## src/rtl/fetch_unit.sv

```systemverilog
// fetch_unit: instruction fetch stage in front of a 1K-word, registered-read
// instruction memory. It owns the program counter and tracks the single
// in-flight read. Each returned word is presented to decode through a
// valid/ready handshake, with a 2-entry (out + skid) buffer that absorbs
// backpressure. A redirect flushes everything and restarts fetch at the
// target address.
//
// Optional feature macro: FETCH_HALT_DETECT_EN
//   defined   -> a captured word whose top nibble equals HALT_OPCODE stops
//                fetch after that word, and sets halted until redirect/rst.
//   undefined -> halted is tied low and no opcode decoding takes place.
module fetch_unit #(
    parameter int          N           = 16,
    parameter logic [9:0]  RESET_PC    = 10'h000,
    parameter logic [3:0]  HALT_OPCODE = 4'hF
) (
    input  logic          clk,
    input  logic          rst,
    output logic [9:0]    mem_addr,
    input  logic [N-1:0]  mem_data,
    output logic [N-1:0]  instr,
    output logic [9:0]    instr_pc,
    output logic          instr_valid,
    input  logic          instr_ready,
    input  logic          redirect_valid,
    input  logic [9:0]    redirect_pc,
    output logic          halted
);

    // Architectural state
    logic [9:0]    fetch_pc_r;
    logic          req_r;
    logic [9:0]    req_pc_r;
    logic          instr_valid_r;
    logic [N-1:0]  instr_r;
    logic [9:0]    instr_pc_r;
    logic          skid_valid_r;
    logic [N-1:0]  skid_instr_r;
    logic [9:0]    skid_pc_r;
    logic          halted_r;

    // Per-cycle decisions
    logic [9:0]    mem_addr_s;
    logic          deq_s;
    logic          cap_s;
    logic          issue_s;
    logic          halt_hit_s;
    logic [2:0]    occ_s;

    // Address to memory: reset pins it to RESET_PC, otherwise a redirect
    // target bypasses the stored PC so it is fetched in the same cycle.
    always_comb begin
        if (rst) begin
            mem_addr_s = RESET_PC;
        end else if (redirect_valid) begin
            mem_addr_s = redirect_pc;
        end else begin
            mem_addr_s = fetch_pc_r;
        end
    end

    assign mem_addr = mem_addr_s;

    // Handshake and capture: a returned word is only meaningful when a
    // request was recorded last cycle and no redirect is killing it now.
    always_comb begin
        if (instr_valid_r && instr_ready) begin
            deq_s = 1'b1;
        end else begin
            deq_s = 1'b0;
        end
        if (req_r && !redirect_valid) begin
            cap_s = 1'b1;
        end else begin
            cap_s = 1'b0;
        end
    end

`ifdef FETCH_HALT_DETECT_EN
    // HALT detection on the word being captured this cycle.
    always_comb begin
        if (req_r && (mem_data[15:12] == HALT_OPCODE)) begin
            halt_hit_s = 1'b1;
        end else begin
            halt_hit_s = 1'b0;
        end
    end
`else
    assign halt_hit_s = 1'b0;
`endif

    // Occupancy after this cycle's dequeue; at most two words may be held
    // or in flight, which guarantees the skid entry is free on capture.
    always_comb begin
        occ_s = {2'b00, instr_valid_r} + {2'b00, skid_valid_r} + {2'b00, req_r}
              - {2'b00, deq_s};
    end

    // Issue decision: a redirect always issues; otherwise issue only when
    // there is room and fetch has not stopped on a HALT.
    always_comb begin
        if (redirect_valid) begin
            issue_s = 1'b1;
        end else if ((occ_s < 3'd2) && !halted_r && !halt_hit_s) begin
            issue_s = 1'b1;
        end else begin
            issue_s = 1'b0;
        end
    end

    // Request tracking and program counter update (wraps mod 1024).
    always_ff @(posedge clk) begin
        if (rst) begin
            fetch_pc_r <= RESET_PC;
            req_r      <= 1'b0;
            req_pc_r   <= 10'h000;
        end else if (issue_s) begin
            req_r      <= 1'b1;
            req_pc_r   <= mem_addr_s;
            fetch_pc_r <= mem_addr_s + 10'd1;
        end else begin
            req_r      <= 1'b0;
        end
    end

    // Output/skid buffer: strict program order out -> skid -> in-flight.
    // A redirect empties both entries; a transfer in that cycle still counts.
    always_ff @(posedge clk) begin
        if (rst) begin
            instr_valid_r <= 1'b0;
            instr_r       <= '0;
            instr_pc_r    <= 10'h000;
            skid_valid_r  <= 1'b0;
            skid_instr_r  <= '0;
            skid_pc_r     <= 10'h000;
        end else if (redirect_valid) begin
            instr_valid_r <= 1'b0;
            skid_valid_r  <= 1'b0;
        end else if (deq_s) begin
            if (skid_valid_r) begin
                instr_r    <= skid_instr_r;
                instr_pc_r <= skid_pc_r;
                if (cap_s) begin
                    skid_instr_r <= mem_data;
                    skid_pc_r    <= req_pc_r;
                end else begin
                    skid_valid_r <= 1'b0;
                end
            end else if (cap_s) begin
                instr_r    <= mem_data;
                instr_pc_r <= req_pc_r;
            end else begin
                instr_valid_r <= 1'b0;
            end
        end else if (cap_s) begin
            if (!instr_valid_r) begin
                instr_valid_r <= 1'b1;
                instr_r       <= mem_data;
                instr_pc_r    <= req_pc_r;
            end else begin
                skid_valid_r  <= 1'b1;
                skid_instr_r  <= mem_data;
                skid_pc_r     <= req_pc_r;
            end
        end else begin
            instr_valid_r <= instr_valid_r;
        end
    end

    // Halt flag: set by a captured HALT word, cleared by redirect or reset.
    always_ff @(posedge clk) begin
        if (rst) begin
            halted_r <= 1'b0;
        end else if (redirect_valid) begin
            halted_r <= 1'b0;
        end else if (halt_hit_s) begin
            halted_r <= 1'b1;
        end else begin
            halted_r <= halted_r;
        end
    end

    assign instr       = instr_r;
    assign instr_pc    = instr_pc_r;
    assign instr_valid = instr_valid_r;
`ifdef FETCH_HALT_DETECT_EN
    assign halted      = halted_r;
`else
    assign halted      = 1'b0;
`endif

endmodule
```

## config.mk

```make
export PLATFORM = sky130hd
export DESIGN_NAME = fetch_unit
export DESIGN_NICKNAME = d
export VERILOG_FILES = /design/src/rtl/fetch_unit.sv
export SDC_FILE = /design/constraint.sdc
export NUM_CORES = 1
export LEC_CHECK = 0
export ABC_AREA = 1
export CAP_MARGIN = 5
export CORE_ASPECT_RATIO = 0.75
export CORE_UTILIZATION = 55
export DETAILED_ROUTE_END_ITERATION = 8
export HOLD_SLACK_MARGIN = 0.06
export PLACE_DENSITY = 0.95
export SLEW_MARGIN = 20
export SYNTH_ARGS = -nofsm -noshare
export SYNTH_HDL_FRONTEND = slang
export SYNTH_SLANG_ARGS = --single-unit
```

## constraint.sdc

```tcl
create_clock -name clk -period 3.77 [get_ports clk]
set_input_delay 0.377 -clock clk [delete_from_list [all_inputs] [get_ports clk]]
set_output_delay 0.377 -clock clk [all_outputs]
set_load 0.01 [all_outputs]
```

==> summary by stage, run 1 <==
Outcome
The run finished with clean final reports.

Yosys
Counting every net in the synthesized netlist gives 508. By area the synthesized netlist is led by dfxtp_1 44%, nand2_1 11%, nor2_1 8.5%. Counting flops and latches in the post-synthesis netlist gives 75. The cell count after synthesis is about 470.

The most used flip-flop cell after synthesis is dfxtp_1. A synthesized cell averages ~7.1 um^2. The unique cell type count in the Yosys netlist is 30. The area fraction of the dominant cell type after synthesis is 0.444. The share of the Yosys chip area taken by registers is 0.444. The count of flip-flops with a built-in enable after synthesis is 0.

In the synthesized netlist the async set-or-reset flop fraction comes to 0. The cell taking the most area after synthesis is dfxtp_1. The cell area that synthesis handed to floorplanning was 3380 um^2.

The count of warnings emitted by yosys is 0.

GRT
The number of antenna violations at the first check in global routing came to 0. Entering global routing, the biggest net connects 43 pins. In the global route stage, overall resource usage came out at 0.270. The residual overflow from global routing is 0. The first global-routing pass estimated 13,900 um of wire. The via count of the first global-routing pass was 3,064.

Floorplan
The row count is 24. The die footprint is approximately 6500 um^2. From bottom edge to top edge, the die measures roughly 70 um. After floorplanning, the core was sized to cover roughly 6000 um^2.

In this run the count of I/O pins placed on the die edge is just under 70. The width of the die is 92.6 um. The effective utilization at floorplan is 0.575.

STA
Dividing the final minimum period by the clock period gives 0.737. The setup skew after layout is 0.0114 ns. The final-report max-slew violation count was 0.

For the final routed database, the setup TNS stands at 0 ns. The setup violation total in the final timing report is 0. The final number of hold-violating endpoints is 0.

Setup repair after global routing left no endpoint under its margin. The tightest hold margin is about 0.46 ns. Derived from the worst setup path, the maximum achievable clock frequency is ~360 MHz. At the pin with the least slew margin, the transition time is approximately 0.63 ns. The worst max-slew margin expressed relative to the limit is 0.582. The routed design could run at a clock period as short as ~2.8 ns.

Clock tree
The number of gates resized after CTS is 0. Once the clock tree was built, the setup fixing pass inserted 0 buffers. The number of hold buffers added after CTS was 0. TritonCTS built the clock tree. The clock slew at the register clock pins of the worst setup and hold paths is ~0.070 ns.

The number of clock sinks is between 70 and 80. The tree is rooted in a clkbuf_8. The number of buffers inserted during clock tree synthesis is 9. The CTS H-tree depth is 3. The worst-skew pair later-pin latency is between 0.3 and 0.4 ns.

The clock tree buffer depth is 2.

Worst setup path
The startpoint identified for the worst register-to-register timing path is instr_valid. The cell family contributing the most delay on the critical path is buffers and inverters. In this run the register-to-register setup slack is approximately 1.2 ns. Of all nets on the critical path, the largest fanout is 13. The kind of critical path is in -> out. Counting buffers and inverters, the worst setup path is 7 cells deep. Counting both buffers and inverters, the worst setup path holds a total of 4. The data required time at the worst endpoint is 3.39 ns.

The slowest cell on the critical path is clkdlybuf4s50_1. At the worst endpoint, the arrival time is ~2.4 ns. The endpoint kind of the worst setup timing path is an output pin.

Walking the worst path, the cells encountered are clkdlybuf4s50_1 > inv_2 > nand2_1 > nand2_1 > nand2_1 > inv_1 > clkdlybuf4s50_1. The worst setup path is launched from a primary input. The worst register-to-register path has a depth of 12. The endpoint identified for the worst register-to-register timing path is req_pc_r[9].

The most frequent cell on the critical path is nand2_1. The highest cell delay on the worst timing path is slightly below 0.7 ns.

Placed design
Input and output buffers added on the ports amount to 66. The last weighted congestion value of the routability-driven placer is 0.869. Summed over all nets, the half-perimeter wirelength after detailed placement is around 5400 um. Summing all placed instances gives a cell area of ~4000 um^2. Once placement completed, the tool counted placed cells totaling approximately 590.

Cells and area
In the final layout, the share of cells above drive strength 1 is 0.0907. Leaving out fill and tap cells, the most frequent cell in the layout is nand2_1. The signed area change from the synthesized netlist to the final layout is 23.8%.

For this run, the post-layout net count is roughly 560. Leaving out fill and tap cells, the most frequent cells in the layout are 97 x nand2_1, 77 x nor2_1, 75 x dfxtp_1, 66 x clkdlybuf4s50_1, 39 x nand3_1. The filler-free cell count of the finished design is between 600 and 700. The number of antenna diodes in the final layout is 0. After routing the design area is around 4200 um^2.

The number of filler cells placed in the layout is between 400 and 500.

Power
The analysis attributes to cell leakage a power of between 1.5 and 2 nW. Power spread over the standard cell area amounts to just under 400 nW/um^2. The internal power of the cells totals between 0.001 and 0.0015 W. The clock power share is 0.344. Of the total power, registers draw 0.513. For this design the total switching power over the nets is 0.000458 W. Of the total power, combinational logic draws 0.143.

The switching share of power is 0.275. The worst-case IR drop observed on VDD is between 0.2 and 0.25 mV. The design draws 0.00167 W.

Route
The post-detailed-route count of antenna-violating nets is 0. For this run, design rule violations remaining after detail routing come to 0. The initial DRC count is 300. Summing over every cut layer, the via total after detailed routing is ~3,300.

After detailed routing, the average wire length per cell comes to around 13 um. After detailed routing, the total wire length is ~8000 um. The detailed-router iteration count before antenna repair is 7.

After detailed routing, the number of vias per cell comes to approximately 5.4.

Hold path
For hold timing, the worst endpoint is fetch_pc_r[5]. The worst hold path was traced through 2 stages. The type of the most critical hold path is reg -> reg. The worst hold path startpoint is fetch_pc_r[5].

Flow run
Across the run, the number of max-cap violations was 0.
-- state kept, by name, indices dropped and copies added, names as in the netlist --
register and cells:
req_r 1, skid_instr_r 16, skid_pc_r 10, instr 16
instr_pc 10, fetch_pc_r 10, req_pc_r 10, skid_valid_r 1
instr_valid 1
-- worst register-to-register path: stages, from the launching register on --
cell and delay (ns):
dfxtp_1 0.55, nand2_2 0.10, inv_1 0.10, ha_1 0.23, inv_1 0.06, ha_1 0.23, nand2_2 0.09, a21oi_1 0.07
nor2_2 0.44, nand2_1 0.31, inv_2 0.18, nand2_1 0.08, nand2_1 0.06
-- how the worst max path moves through the flow --
stage,from,to,slack (ns)
finish,redirect_valid,mem_addr[3],0.99
global route,redirect_valid,mem_addr[3],0.83
CTS,redirect_valid,mem_addr[3],1.0
detailed placement,instr_ready,fetch_pc_r[2],0.86
global placement,instr_ready,fetch_pc_r[1],0.96
floorplan,instr_valid,fetch_pc_r[6],1.46
-- power groups by stage --
stage / clock network, W / registers (W) / logic (W)
6_report: 0.000574 / 0.000854 / 0.000237
5_1_grt: 0.000619 / 0.000859 / 0.000261
4_1_cts: 0.000582 / 0.000854 / 0.000236
3_5_place_dp: 0 / 0.000872 / 0.000234
3_3_place_gp: 0 / 0.000872 / 0.000228
2_1_floorplan: 0 / 0.000877 / 0.000123
-- area by class of cell --
class / instances / area (um^2) / share of cell area
flip-flops and latches: 75 / 1500 / 0.358
well taps: 78 / 97.6 / 0.0233
inverters: 29 / 109 / 0.0260
multi-input cells: 339 / 1610 / 0.384
clock buffers: 10 / 138 / 0.0328
clock inverters: 6 / 47.5 / 0.0113
repair buffers: 70 / 691 / 0.165
-- metrics by stage --
step / worst slack [ns] / util
6_report: 0.990 / 0.712
5_1_grt: 0.827 / 0.712
4_1_cts: 0.997 / 0.712
3_5_place_dp: 0.862 / 0.681
3_3_place_gp: 0.955 / 0.681
2_1_floorplan: 1.46 / -
-- routing by layer --
metal / part of all wire / wire length, um / global-route usage
met5: 0 / 0 / 0
met4: 0.014 / 114 / 0.106
met3: 0.061 / 499 / 0.0697
met2: 0.48 / 3910 / 0.421
met1: 0.45 / 3660 / 0.357
-- synthesized netlist by cell type (2+ instances only) --
| cell type | count |
|---|---|
| nor2_1 | 77 |
| nand4_1 | 2 |
| nand2_2 | 6 |
| o21ai_2 | 2 |
| clkbuf_1 | 8 |
| buf_4 | 7 |
| a31oi_1 | 26 |
| nand2_1 | 97 |
| ha_1 | 4 |
| inv_2 | 11 |
| nand3_1 | 39 |
| nor2_2 | 6 |
| o21ai_1 | 31 |
| a21oi_1 | 7 |
| o21ai_0 | 31 |
| dfxtp_1 | 75 |
| buf_6 | 2 |
| inv_1 | 18 |
| buf_2 | 13 |
| xor2_1 | 2 |
-- logic make-up (layout without fill, tap and decap cells) --
| kind of cell | count (synthesis) | after routing | synth area share |
|---|---|---|---|
| AO/OA/AOI/OAI | 100 | 100 | 0.162 |
| XOR/XNOR | 2 | 2 | 0.00518 |
| adder cells (fa/ha/maj) | 4 | 4 | 0.0148 |
| buffers and inverters | 60 | 115 | 0.0835 |
| flip-flops | 75 | 75 | 0.444 |
| other | 1 | 1 | 0.00111 |
| AND/OR/NAND/NOR | 232 | 232 | 0.290 |
(Power assumes the default switching activity.)
==> run 2: changes to the inputs <==
Settings changed: CORE_UTILIZATION 55 to 51, PLACE_DENSITY 0.95 to 0.9.
Clock period 3.77 ns to 2.79 ns, I/O delays scaled along.
==> run 2 against run 1 <==
Flip-flop and latch count is the same. Power increased by 35%. Global-route usage down 2.0 points. Core utilization down 4.3 points. Clock skew decreased by 0.0017 ns. Clock-buffer cell count grew 1. Register-to-register slack worse by 0.73 ns. Critical endpoint unchanged. Largest cell class unchanged.
==> summary by stage, run 2 (synthesized netlist as in run 1, its figures left out) <==
Outcome
The run finished with clean final reports.

Cells and area
In the layout the commonest cells are 97 x nand2_1, 77 x nor2_1, 75 x dfxtp_1, 66 x clkdlybuf4s50_1, 39 x nand3_1. The signed area change from the synthesized netlist to the final layout is 25.5%. Of the cells placed in the final design, the portion with a size suffix greater than 1 is 0.0993. The number of antenna repair diodes is 0. The net count of the finished layout is roughly 560.

Leaving out fill and tap cells, the most frequent cell in the layout is nand2_1.

STA
Clock skew on the completed layout was measured at a little under 0.01 ns. Derived from the worst setup path, the maximum achievable clock frequency is just over 400 MHz. Dividing the final minimum period by the clock period gives 0.866. Setup violations remaining at the end of the flow were counted as 0. The final period demand of the worst path is between 2 and 2.5 ns. The worst path meets setup with 0.373 ns of slack. Setup total negative slack on the finished layout was measured at 0 ns. The worst max-slew margin expressed relative to the limit is 0.657.

The final-report max-slew violation count is 0. For the pin with the worst max-slew slack, the measured transition is around 0.51 ns. The final number of hold-violating endpoints is 0.

Setup repair after global routing left no endpoint under its margin.

Clock tree
The clock slew at the register clock pins of the worst setup and hold paths is roughly 0.070 ns. Post-CTS timing repair inserted 0 buffers for setup. The clock tree from TritonCTS is yes. The number of buffers inserted during clock tree synthesis is 9. The clock tree root driver cell is clkbuf_8. The clock tree buffer depth is 2.

In this run the number of H-tree levels came out at 3. The number of clock sinks is 75. The number of gates resized after CTS was 0. The worst-skew pair later-pin latency is ~0.35 ns.

The number of hold buffers added after CTS was 0.

Placed design
The estimated wirelength of the detail-placed design is approximately 5500 um. The last weighted congestion value of the routability-driven placer is 0.880. Timing analysis after detailed placement gives a worst setup slack of 0.223 ns.

The number of port buffers is between 60 and 70.

Worst setup path
The highest cell delay on the worst timing path is a little under 0.6 ns. The most numerous cell type found on the critical path is nand2_1. The maximum fanout encountered on the critical timing path is 13. STA classifies the critical path startpoint as a primary input. The critical path's top delay family is buffers and inverters. The signal on the critical path passes through clkdlybuf4s50_1 > inv_2 > nand2_1 > nand2_1 > nand2_1 > inv_1 > clkdlybuf4s50_1. At the worst endpoint, the required time is ~2.5 ns. The largest individual stage delay along the critical path comes from the cell clkdlybuf4s50_1. The worst endpoint data arrival time is about 2.1 ns.

The critical path in this run is classified as in -> out. The combined buffer and inverter count along the critical path is 4. The worst setup path is captured at an output pin.

Flow run
The number of max-capacitance violations reported is 0.

Route
After detailed routing, the average wire length per cell comes to 13.4 um. The number of DRC violations after detailed routing is 0. The detailed-router iteration count before antenna repair is 4. The total detailed-routing wirelength is just over 8000 um. The vias per cell is ~5.3. The post-detailed-route count of antenna-violating nets is 0.

The initial DRC count is about 230. After detailed routing, the met2 layer carries 4000 um of wire. Detailed routing placed a total of slightly below 500 um of wire on met3.

In this run the top signal layer used is met4. In the final routing, the length of wire on met1 measures 3720 um. The total via count in the routed design is 3,267.

GRT
The number of antenna violations at the first check in global routing is 0. The residual overflow from global routing is 0. The first-pass GRT wire length is around 13,000 um.

In the global route stage, overall resource usage came out at 0.250. Entering global routing, the biggest net connects 53 pins. The via count of the first global-routing pass is approximately 3,100.

Floorplan
The die is between 70 and 80 um tall. The floorplan step set the die width to ~96 um. For this configuration, the core starts out at a cell density of 0.533. The die covers 6970 um^2. The row count is 25. 68 I/O pins were placed.

The standard cell core area is about 6300 um^2.

Hold path
The type of the most critical hold path is reg -> reg.

Power
The worst IR drop on VDD is about 0.37 mV. The static leakage is approximately 1.8 nW. The overall power of the completed layout is 0.00225 W. For this design the ratio of total power to cell area is about 530 nW/um^2.
-- run 2: metal layers --
layer	GRT usage	vias to the layer above
li1	-	1662
met1	0.301	1503
met2	0.422	93
met3	0.0818	9
met4	0.0813	0
met5	0	-
-- run 2: area by class of cell --
| type | instances | area (um^2) |
|---|---|---|
| fillers | 536 | 2100 |
| multi-input cells | 339 | 1610 |
| flip-flops and latches | 75 | 1500 |
| repair buffers | 75 | 748 |
| clock buffers | 11 | 151 |
| inverters | 29 | 109 |
| well taps | 81 | 101 |
| clock inverters | 5 | 27.5 |
-- run 2: power breakdown --
group | switching (W) | internal (W)
registers | 0.0000325 | 0.00112
logic | 0.000166 | 0.000164
clock network | 0.000401 | 0.000365
-- run 2: metrics by stage --
stage / cells / instance area (um^2) / hold slack [ns] / util
4_1_cts: 614 / 4220 / 0.462 / 0.664
5_1_grt: 615 / 4250 / 0.494 / 0.669
2_1_floorplan: 474 / 3380 / 0.426 / -
3_3_place_gp: 598 / 4040 / 0.440 / 0.636
6_report: 615 / 4250 / 0.467 / 0.669
3_5_place_dp: 598 / 4040 / 0.447 / 0.636
-- run 2: path summary, 6_finish.rpt --
path	startpoint	to	slack (ns)	cells past startpoint
max	redirect_valid	mem_addr[3]	0.37	7
min	fetch_pc_r[4]	fetch_pc_r[4]	0.47	2
max reg2reg	instr_valid	req_pc_r[8]	0.46	12
min reg2reg	fetch_pc_r[4]	fetch_pc_r[4]	0.47	2
-- run 2: worst register-to-register path, stage by stage, from the launching register on --
cell,delay [ns]
dfxtp_1,0.56
nand2_2,0.09
inv_1,0.10
ha_1,0.23
inv_1,0.06
ha_1,0.23
nand2_2,0.09
nand2_1,0.06
nand2_1,0.05
nand3_1,0.26
buf_4,0.27
o21ai_0,0.17
nor2_1,0.06
==> run 3: changes to the inputs <==
Settings changed: CORE_UTILIZATION 51 to 53, CTS_BUF_LIST set to sky130_fd_sc_hd__clkbuf_4 sky130_fd_sc_hd__clkbuf_8, MAX_ROUTING_LAYER set to met4, PLACE_DENSITY 0.9 to 0.82.
==> run 3 against run 2 <==
Core utilization increased by 5.6 points. Clock power increased by 46%. Die area decreased by 3.7%. Hold slack got worse by 0.0041 ns. Flip-flop and latch count unchanged. Clock-buffer cell count decreased by 1. Final area increased by 2.0%. Fmax increased by 2.7%. Combinational power about the same. Power increased by 15%. Worst setup slack improved by 0.064 ns.
==> summary by stage, run 3 (synthesized netlist as in run 1, its figures left out) <==
Worst setup path
The type of origin of the critical path is a primary input. The worst setup path is captured at an output pin. The data required time at the worst endpoint is about 2.5 ns. Data on the critical path arrives at its endpoint at 2.07 ns. The worst setup path is of the in -> out kind. The first element of the critical path is redirect_valid.

The highest cell delay on the worst timing path is between 0.5 and 0.6 ns. The signal on the critical path passes through clkdlybuf4s50_1 > inv_2 > nand2_1 > nand2_2 > nand2_1 > inv_1 > clkdlybuf4s50_1. Along the worst path, the maximum fanout reaches 13. The slowest stage of the critical path is the clkdlybuf4s50_1 cell. The start of the worst register-to-register path is instr_valid.

Clock tree
The worst-skew pair later-pin latency is 0.34 ns. The number of buffers inserted during clock tree synthesis is 9. The number of hold-repair buffers added at the cts stage is 0.

The CTS H-tree depth is 3. The clock drives 75 sinks. In this run the clock root is driven by a clkbuf_8.

After clock tree synthesis, the clock-pin slew on the worst setup and hold paths is 0.07 ns. TritonCTS built the clock tree. Buffers added to address setup during post-CTS repair amount to 0.

The number of gates resized after CTS is 0. The clock tree buffer depth is 2.

STA
The final-report max-slew violation count is 0. The final period demand of the worst path is 2.35 ns. For this run, the top clock speed supported by timing is around 420 MHz.

In the final timing run, aggregate negative setup slack is 0 ns. Setup repair after global routing left no endpoint under its margin. The transition time at the pin with the least slew margin is 0.553 ns. On the final layout, the worst clock skew is between 0.006 and 0.007 ns. Setup violations remaining at the end of the flow were counted as 0. The ratio of final minimum period to clock period is 0.843. The worst max-slew margin expressed relative to the limit is 0.630. The final number of hold-violating endpoints is 0.

Floorplan
The die footprint is about 6700 um^2. The width of the die is roughly 94 um. For this configuration, the core starts out at a cell density of 0.566. The y dimension of the die is between 70 and 80 um.

The initialized floorplan defines 24 standard-cell rows. In this run the count of I/O pins placed on the die edge is 68. In this run the standard cell core region covers roughly 6000 um^2.

Route
The total detailed-routing wirelength is between 8000 and 9000 um. After detailed routing, the number of remaining DRC violations is 0. Dividing the detail-routed wire length by the instance count gives about 13 um. The total via count in the routed design is between 3,000 and 4,000. Once detail routing completed, the nets flagged for antenna violations numbered 0. After the first detailed-routing iteration, the DRC count stood at ~310. The pre-antenna-repair detailed-routing pass consisted of 4 iterations. Dividing the detail-routed via count by the number of cells gives 5.29.

GRT
The number of antenna violations at the first check in global routing was 0. The via count of the first global-routing pass came to slightly below 3,000. Entering global routing, the biggest net connects 35 pins. The first global-routing pass estimated 13,700 um of wire. Global routing finished with a remaining overflow of 0. The global-route total usage across every layer is 0.269.

Cells and area
In the layout the commonest cells are 97 x nand2_1, 77 x nor2_1, 75 x dfxtp_1, 66 x clkdlybuf4s50_1, 39 x nand3_1. The repair_antennas step left the layout with diodes totalling 0. The signed area change from the synthesized netlist to the final layout is 27.9%. The final net count is 563. The layout cell share with drive strength beyond 1 is 0.0993. The final core area utilization is 0.725. The leading cell type in the layout, fill and taps excluded is nand2_1.

Flow run
The number of max-capacitance violations reported is 0.

Power
In this run the power density over the cells is around 600 nW/um^2. The worst IR drop on VDD is ~0.38 mV. The static leakage is around 1.8 nW.

Placed design
The wire-length estimate of the detail-placed layout is 5450 um. The last weighted congestion value of the routability-driven placer is 0.857. The number of port buffers is 66.

Hold path
The min-delay analysis places its worst path in the category reg -> reg. The worst hold path startpoint is fetch_pc_r[5].

Outcome
The flow ran to the end, and the final reports show no timing, DRC or antenna violations.
-- run 3: changes by cell type in the layout (fill, tap and decap cells not counted), sizes merged --
cell	previous run	this run
clkinv	4	1
bufinv	0	4
clkbuf	11	10
-- run 3: path summary, 6_finish.rpt --
| kind | to | slack, ns | cells past startpoint |
|---|---|---|---|
| setup / recovery | mem_addr[2] | 0.44 | 7 |
| hold / removal | fetch_pc_r[5] | 0.46 | 2 |
| setup reg to reg | req_pc_r[6] | 0.55 | 12 |
| hold reg to reg | fetch_pc_r[5] | 0.46 | 2 |
-- run 3: metal layers --
metal	global-route usage	routed length (um)	vias up	part of all wire
li1	-	-	1669	-
met1	0.371	3920	1473	0.48
met2	0.394	3740	92	0.46
met3	0.0559	400	5	0.049
met4	0.0872	58	0	0.0072
met5	-	0	-	0
-- run 3: final cells by class --
cell class	count	area (um^2)
flip-flops and latches	75	1500
repair buffers	75	741
inverters	29	109
multi-input cells	339	1610
fillers	474	1650
well taps	78	97.6
clock buffers	10	138
clock inverters	6	136
-- run 3: metrics by stage --
| stage | power, W | setup WS [ns] | cells | hold slack, ns | instance area, um^2 |
|---|---|---|---|---|---|
| after floorplan | 0.00135 | 0.484 | 474 | 0.426 | 3380 |
| after global placement | 0.00150 | 0.355 | 596 | 0.446 | 4060 |
| after detailed placement | 0.00150 | 0.314 | 596 | 0.444 | 4060 |
| after CTS | 0.00261 | 0.424 | 612 | 0.458 | 4330 |
| after global routing | 0.00269 | 0.274 | 612 | 0.487 | 4330 |
| final | 0.00260 | 0.437 | 612 | 0.462 | 4330 |
-- run 3: where the power goes --
part           total [W]  internal, W  leakage, nW  switching, W
Clock            0.00112     0.000710        0.133      0.000406
Sequential       0.00115      0.00112        0.613     0.0000317
Combinational   0.000327     0.000162         1.06      0.000165
-- run 3: worst max-delay path: cells and delay by family --
kind / cells / cell delay, ns
buf+inv: 4 / 1.44
simple gates: 3 / 0.34
